<file path="config.mk">
export PLATFORM = sky130hd
export DESIGN_NAME = sta_arrival_engine
export DESIGN_NICKNAME = d
export VERILOG_FILES = /design/src/rtl/sta_arrival_engine.sv
export SDC_FILE = /design/constraint.sdc
export NUM_CORES = 2
export LEC_CHECK = 0
export ABC_AREA = 0
export BUFFER_PORTS_ARGS = -buffer_cell sky130_fd_sc_hd__buf_2
export CAP_MARGIN = 20
export CORE_MARGIN = 2
export CORE_UTILIZATION = 40
export CTS_CLUSTER_DIAMETER = 200
export DETAILED_ROUTE_END_ITERATION = 8
export PLACE_DENSITY = 0.58
export SLEW_MARGIN = 20
export SYNTH_ARGS = -nofsm -noshare
export SYNTH_HDL_FRONTEND = slang
export SYNTH_SLANG_ARGS = --single-unit
</file>
<file path="constraint.sdc">
create_clock -name CK -period 7.7 [get_ports CK]
set_input_delay 1.54 -clock CK [delete_from_list [all_inputs] [get_ports CK]]
set_output_delay 1.54 -clock CK [all_outputs]
set_load 0.02 [all_outputs]
</file>
<file path="src/rtl/sta_arrival_engine.sv">
// Max-plus arrival propagator: per-net arrival file, worst-arrival tracker, query port.
// Latency: arc write lands 1 cycle after acceptance; qry_at is registered (1 cycle).
// Backpressure: arc_ready is low only during the NODES-cycle clear sweep.
module sta_arrival_engine #(
    parameter int NODES  = 64,
    parameter int NODE_W = 6,
    parameter int DLY_W  = 16,
    parameter int AT_W   = 24
) (
    input  logic              CK,
    input  logic              RST,
    input  logic              arc_valid,
    output logic              arc_ready,
    input  logic [1:0]        arc_op,
    input  logic [NODE_W-1:0] arc_src,
    input  logic [NODE_W-1:0] arc_dst,
    input  logic [DLY_W-1:0]  arc_delay,
    input  logic [NODE_W-1:0] qry_node,
    output logic [AT_W-1:0]   qry_at,
    output logic [AT_W-1:0]   worst_at,
    output logic [NODE_W-1:0] worst_node,
    output logic              sat,
    output logic              busy
);
    localparam logic [1:0] OP_ARC   = 2'd0;
    localparam logic [1:0] OP_SEED  = 2'd1;
    localparam logic [1:0] OP_CLEAR = 2'd2;

    typedef enum logic {S_CLR, S_RUN} state_t;

    state_t            state;
    logic [NODE_W-1:0] clr_cnt;
    logic [AT_W-1:0]   at_mem [NODES];

    logic              a_vld;
    logic [1:0]        a_op;
    logic [NODE_W-1:0] a_dst;
    logic [DLY_W-1:0]  a_dly;
    logic [AT_W-1:0]   a_src_at;

    logic              accept;
    logic              clear_acc;
    logic [AT_W:0]     b_sum;
    logic              b_ovf;
    logic [AT_W-1:0]   b_arc_at;
    logic [AT_W-1:0]   b_dst_at;
    logic [AT_W-1:0]   b_val;
    logic              b_wr;
    logic [AT_W-1:0]   src_at;

    always_comb begin
        accept    = arc_valid && arc_ready;
        clear_acc = accept && (arc_op == OP_CLEAR);
        b_sum     = {1'b0, a_src_at} + (AT_W+1)'(a_dly);
        b_ovf     = b_sum[AT_W];
        b_arc_at  = b_ovf ? '1 : b_sum[AT_W-1:0];
        b_dst_at  = at_mem[a_dst];
        b_wr      = a_vld && ((a_op == OP_ARC) || (a_op == OP_SEED));
        if (a_op == OP_SEED)
            b_val = AT_W'(a_dly);
        else
            b_val = (b_arc_at > b_dst_at) ? b_arc_at : b_dst_at;
        // Bypass the write landing this cycle so dependent back-to-back arcs see it.
        src_at = (b_wr && (a_dst == arc_src)) ? b_val : at_mem[arc_src];
    end

    always_ff @(posedge CK) begin
        if (!RST) begin
            if (state == S_CLR)
                at_mem[clr_cnt] <= '0;
            else if (b_wr)
                at_mem[a_dst] <= b_val;
        end
    end

    always_ff @(posedge CK) begin
        if (RST)
            qry_at <= '0;
        else
            qry_at <= at_mem[qry_node];
    end

    always_ff @(posedge CK) begin
        if (RST) begin
            state      <= S_CLR;
            clr_cnt    <= '0;
            arc_ready  <= 1'b0;
            a_vld      <= 1'b0;
            worst_at   <= '0;
            worst_node <= '0;
            sat        <= 1'b0;
        end else begin
            a_vld    <= accept && (arc_op != OP_CLEAR);
            a_op     <= arc_op;
            a_dst    <= arc_dst;
            a_dly    <= arc_delay;
            a_src_at <= src_at;

            case (state)
                S_CLR: begin
                    clr_cnt <= clr_cnt + 1'b1;
                    if (clr_cnt == NODE_W'(NODES-1)) begin
                        state     <= S_RUN;
                        arc_ready <= 1'b1;
                    end
                end
                default: begin
                    if (clear_acc) begin
                        state     <= S_CLR;
                        clr_cnt   <= '0;
                        arc_ready <= 1'b0;
                    end
                end
            endcase

            if (clear_acc) begin
                worst_at   <= '0;
                worst_node <= '0;
                sat        <= 1'b0;
            end else begin
                // Strictly greater: ties keep the net that got there first.
                if (b_wr && (b_val > worst_at)) begin
                    worst_at   <= b_val;
                    worst_node <= a_dst;
                end
                if (b_wr && (a_op == OP_ARC) && b_ovf)
                    sat <= 1'b1;
            end
        end
    end

    assign busy = (state != S_RUN) || a_vld;

endmodule

</file>
---- Word-level counts from Yosys, hierarchy flattened ----
Memories as Yosys holds them, arrays and structs flattened. A register that Yosys moved wholly into a read port is not among the register bits.
Index checks and enable logic that the tools add are counted.
storage, ports and cells
  flip-flop bits (word level) ............. 88
  memory bits (writable) .................. 1,536
  input port bits ......................... 39
  output and inout bits ................... 57
  logic and storage cells ................. 61
  memories kept ........................... 1
operators by class
  add/sub/neg operators ................... 2
  $lt $le $gt $ge ......................... 2
  eq/ne operators ......................... 6
  mux-type cells .......................... 23
  bitwise logic cells ..................... 1
  reduce and logical (&&, ||, !) cells .... 15
memory list
  memory  words  bits a word  rd ports  clocked after memory_dff  write ports  RTL line  RTL
  at_mem  64     24           3         2                         1            33        logic [AT_W-1:0] at_mem [NODES];
operators by type and width
  kind                                                 count
  2-to-1 mux 24 bit                                    5
  greater-than comparator 24 bit                       2
  adder 24 x 16 -> 25 bit                              1
  2-to-1 mux 6 bit                                     4
  OR reduction 24 bit                                  1
  2-to-1 mux 1 bit                                     14
  logical AND 1 bit                                    8
  adder 6 x 1 -> 6 bit, second input constant          1
  equality test 6 bit                                  1
  equality test 6 bit, second input constant           1
  equality test 2 x 1 -> 1 bit, second input constant  1
  equality test 2 bit, second input constant           1
  zero test 2 bit                                      1
  logical OR 1 bit                                     2
  != test 2 x 1 -> 1 bit, second input constant        1
  != test 2 bit, second input constant                 1
  AND reduction 2 bit                                  1
  nonzero test 2 bit                                   1
  OR reduction 2 bit                                   1
  NOT 1 bit                                            1

---- Depth between registers and ports, before layout ----
  depth in word-level cells ............... 9
  gate-level depth with buffers ........... 33

---- Worst setup path after synthesis ----
Ideal clock, no wire load.
  kind .................................... reg-to-reg
  start point ............................. reg a_dly[0]
  end point ............................... mem at_mem[0][20], data pin
  data arrival time ....................... 6,906 ps
  data required time ...................... 6,979 ps
  setup slack ............................. 73 ps
  stages on the path, launching flop included .. 18
  clock period less this slack ............ 7,627 ps
  cell sequence ........................... edfxtp_1 ha_1 fa_1 a211oi_1 o211ai_1 a211oi_1 nor2_1 and3_1 mux2_2 ha_1 nand4_1 nor3_1 a2111o_1 o31ai_1 buf_2 clkbuf_1 nor2_1 a211oi_1
between the ends
  longest elaborated chain between the ends .. 6
ends and longest elaborated chain
  element                          RTL line  RTL
  start: declaration               38        logic [DLY_W-1:0] a_dly;
  start signal: assignment         96        a_dly <= arc_delay;
  adder 24 x 16 -> 25 bit (*)      54        b_sum = {1'b0, a_src_at} + (AT_W+1)'(a_dly);
  2-to-1 mux 24 bit (*)            56        b_arc_at = b_ovf ? '1 : b_sum[AT_W-1:0];
  greater-than comparator 24 bit   62        b_val = (b_arc_at > b_dst_at) ? b_arc_at : b_dst_at;
  2-to-1 mux 24 bit (*)            62
  2-to-1 mux 24 bit (*)            59        if (a_op == OP_SEED)
  2-to-1 mux 24 bit (no line) (*)  -
  end: declaration                 33
Every way passes the cells marked *; elsewhere a longest branch is shown, timed or not.

==> run metrics <==
Die Area 0.228 mm2; sw frac 0.262; unrepaired setup endpoints after global routing false; core area 0.223 mm2; DRT Wirelength 341,000 um; max_slew headroom 0.209; Worst Setup Start Kind flip-flop; vias post-DR 56.5k; CTS Buf Count 183; Placed Area 0.0956 mm2; maximum clock path buffer count 3; dpl ws -51.2 ps; Critical Path Sink Type flip-flop; CTS Sinks 1,654; flip-flop and latch count after synthesis 1,654; global-route wire length before repair 469,000 um; number of I/O pins 96; fillers 18.7k; status finished, final reports clean; share of cells above drive strength 1 0.445; Iteration-0 DRC Markers 8,813; Synth Cell Area 0.0897 mm2; Root Driver clkbuf_16; vias in the first global route 55.4k; final core occ 0.457; CTS tree yes; kind of critical path flip-flop to flip-flop; commonest non-fill, non-tap cell in the layout edfxtp_1; drt first pass iters 6; placed cells 7,611; Sw Pwr 5.62 mW; VDD IR-drop max 0.000227 V; final setup violation count 0; Combinational Power Share 0.129; post-route cell area 0.102 mm2; DRC 0; Die Ht 477 um; final worst slack 232 ps; H-tree lvl count 4; Worst-path clk slew 60 ps; clock share of power 0.411; CP required 8490 ps; GP Congestion 0.922; R2R Path End worst_at[6]; HPWL Detailed 224,000 um; Max Slew Vio Count 0; sequential share of power 0.460; Pint 15.8 mW; Multi-input gate area 0.0393 mm2; via/cell ratio 7.10; Most used DFF post-synth edfxtp_1; Synth Instances 4,634; library cells used by synthesis 84; FP Rows 173; port buffer count 95; pin count of the biggest net entering global routing 95; Hold WC Path Type flip-flop to flip-flop; GR Overflow Total 0; Max FO, Critical Path 28; ANT nets after route 0; Final min period 7470 ps; per-cell routed wire length 42.9 um; Synth Net Count 4,739; leak pwr 27.7 nW; P&R area growth vs syn 13.4%; critical path arrival 8250 ps; Clk Latency, worst-skew pair 890 ps; antenna violations before repair 22; Worst Setup EP worst_at[6]; Initial Utilization 0.403; reg2reg setup slack 230 ps; gr usage total 0.298; Post-synth EDFFs 1,584; Post-synth ARST share 0; Non-Filler Instances 7,963; Die W 477 um; Fmax 0.134 GHz; Tcrit/Tclk final 0.970; commonest non-fill, non-tap cells in the layout edfxtp_1 (1,584), mux4_2 (1,351), buf_4 (266), clkbuf_16 (186), nand2_1 (112); worst-case reg-to-reg path depth 25; Worst Max-Slew Pin Slew 1180 ps; Seq/Total Area, Yosys 0.546; Hold Violations, Final 0; Clock Skews 47.2 ps; Design Power 21.4 mW; YS warnings 0; FF+latch area 0.0490 mm2; nets@finish 4,927; Max Cap Violations 0; Avg Cell Area, Syn 19.3 um2; PwrDens 211 mW/mm2
cell usage after synthesis (30+ instances only):
library cell,number,area [um2]
a21oi_1,77,385
and2_1,39,244
buf_2,141,706
clkbuf_1,195,732
dfxtp_1,70,1400
edfxtp_1,1584,47600
ha_1,65,813
inv_1,56,210
mux2_2,34,383
mux2i_1,63,631
mux4_2,1351,30400
nand2_1,112,420
nand2b_1,33,206
nand3_1,34,170
nor2_1,149,559
nor3_1,30,150
o21ai_0,70,350
o22ai_1,82,513
layout make-up:
type	count	share of cell area
clock buffers	228	0.0478
flip-flops and latches	1654	0.482
repair buffers	406	0.0342
inverters	56	0.00209
multi-input cells	2521	0.387
well taps	2975	0.0366
diodes	13	0.000320
clock inverters	110	0.0101
cell families after synthesis:
logic type               after synthesis  share of synthesized area
AO/OA/AOI/OAI                        467                     0.0359
XOR/XNOR                              20                    0.00195
adder cells (fa/ha/maj)               66                    0.00929
buffers and inverters                459                     0.0243
flip-flops                          1654                      0.546
multiplexers                        1462                      0.355
AND/OR/NAND/NOR                      506                     0.0277
worst min-delay path by stage:
stage,startpoint,endpoint,slack (ps),depth (start not counted)
detailed placement,sat,sat,460,1
global placement,sat,sat,450,1
floorplan,clr_cnt[2],clr_cnt[2],500,2
CTS,sat,sat,480,1
global route,sat,sat,510,1
finish,sat,sat,470,1
flip-flops by register name, indices dropped and copies added, names as in the netlist, 2 cells and up, named ones only:
signal,cells
a_dly,16
a_dst,6
a_op,2
a_src_at,24
at_mem,1536
clr_cnt,6
qry_at,24
worst_at,24
worst_node,6
metrics by stage:
| step | hold slack [ps] | setup TNS, ps |
|---|---|---|
| finish | 467 | 0 |
| global route | 511 | 0 |
| CTS | 478 | 0 |
| detailed placement | 464 | -727 |
| global placement | 455 | -5030 |
| floorplan | 501 | 0 |
power groups by stage:
stage | logic [mW] | registers (mW) | clock network [mW]
4_1_cts | 2.71 | 9.85 | 8.87
2_1_floorplan | 1.60 | 10.0 | 0
3_3_place_gp | 2.69 | 10.0 | 0
3_5_place_dp | 2.70 | 10.0 | 0
5_1_grt | 2.85 | 9.85 | 9.20
6_report | 2.76 | 9.85 | 8.80
repair_timing:
item / CTS / global route
resized for setup: 1 / 11
hold buffers: 0 / 0
setup endpoints to repair: 28 / 30
buffers inserted: 0 / 0
cloned: 0 / 0
critical path, cell delays in order, from the launching register on:
cell and delay (ps):
dfxtp_4 680, buf_12 290, buf_12 290, mux4_2 580
mux2i_4 400, a221o_1 510, a31oi_1 170, buf_4 230
a31oi_2 140, buf_4 250, ha_1 280, nand4_1 120
a21oi_1 70, o31a_1 310, o31ai_4 330, nor2_1 230
a222oi_1 480, inv_1 90, ha_1 310, nand3_1 100
or3_1 380, o211a_1 270, a21oi_4 220, buf_4 280
o21ai_0 110, a21oi_1 140
per-layer routing:
metal	track usage	routed length [um]
met2	0.451	155000
met1	0.397	124000
met3	0.0903	43400
met5	0	92
met4	0.138	18800
(Power assumes the default switching activity.)
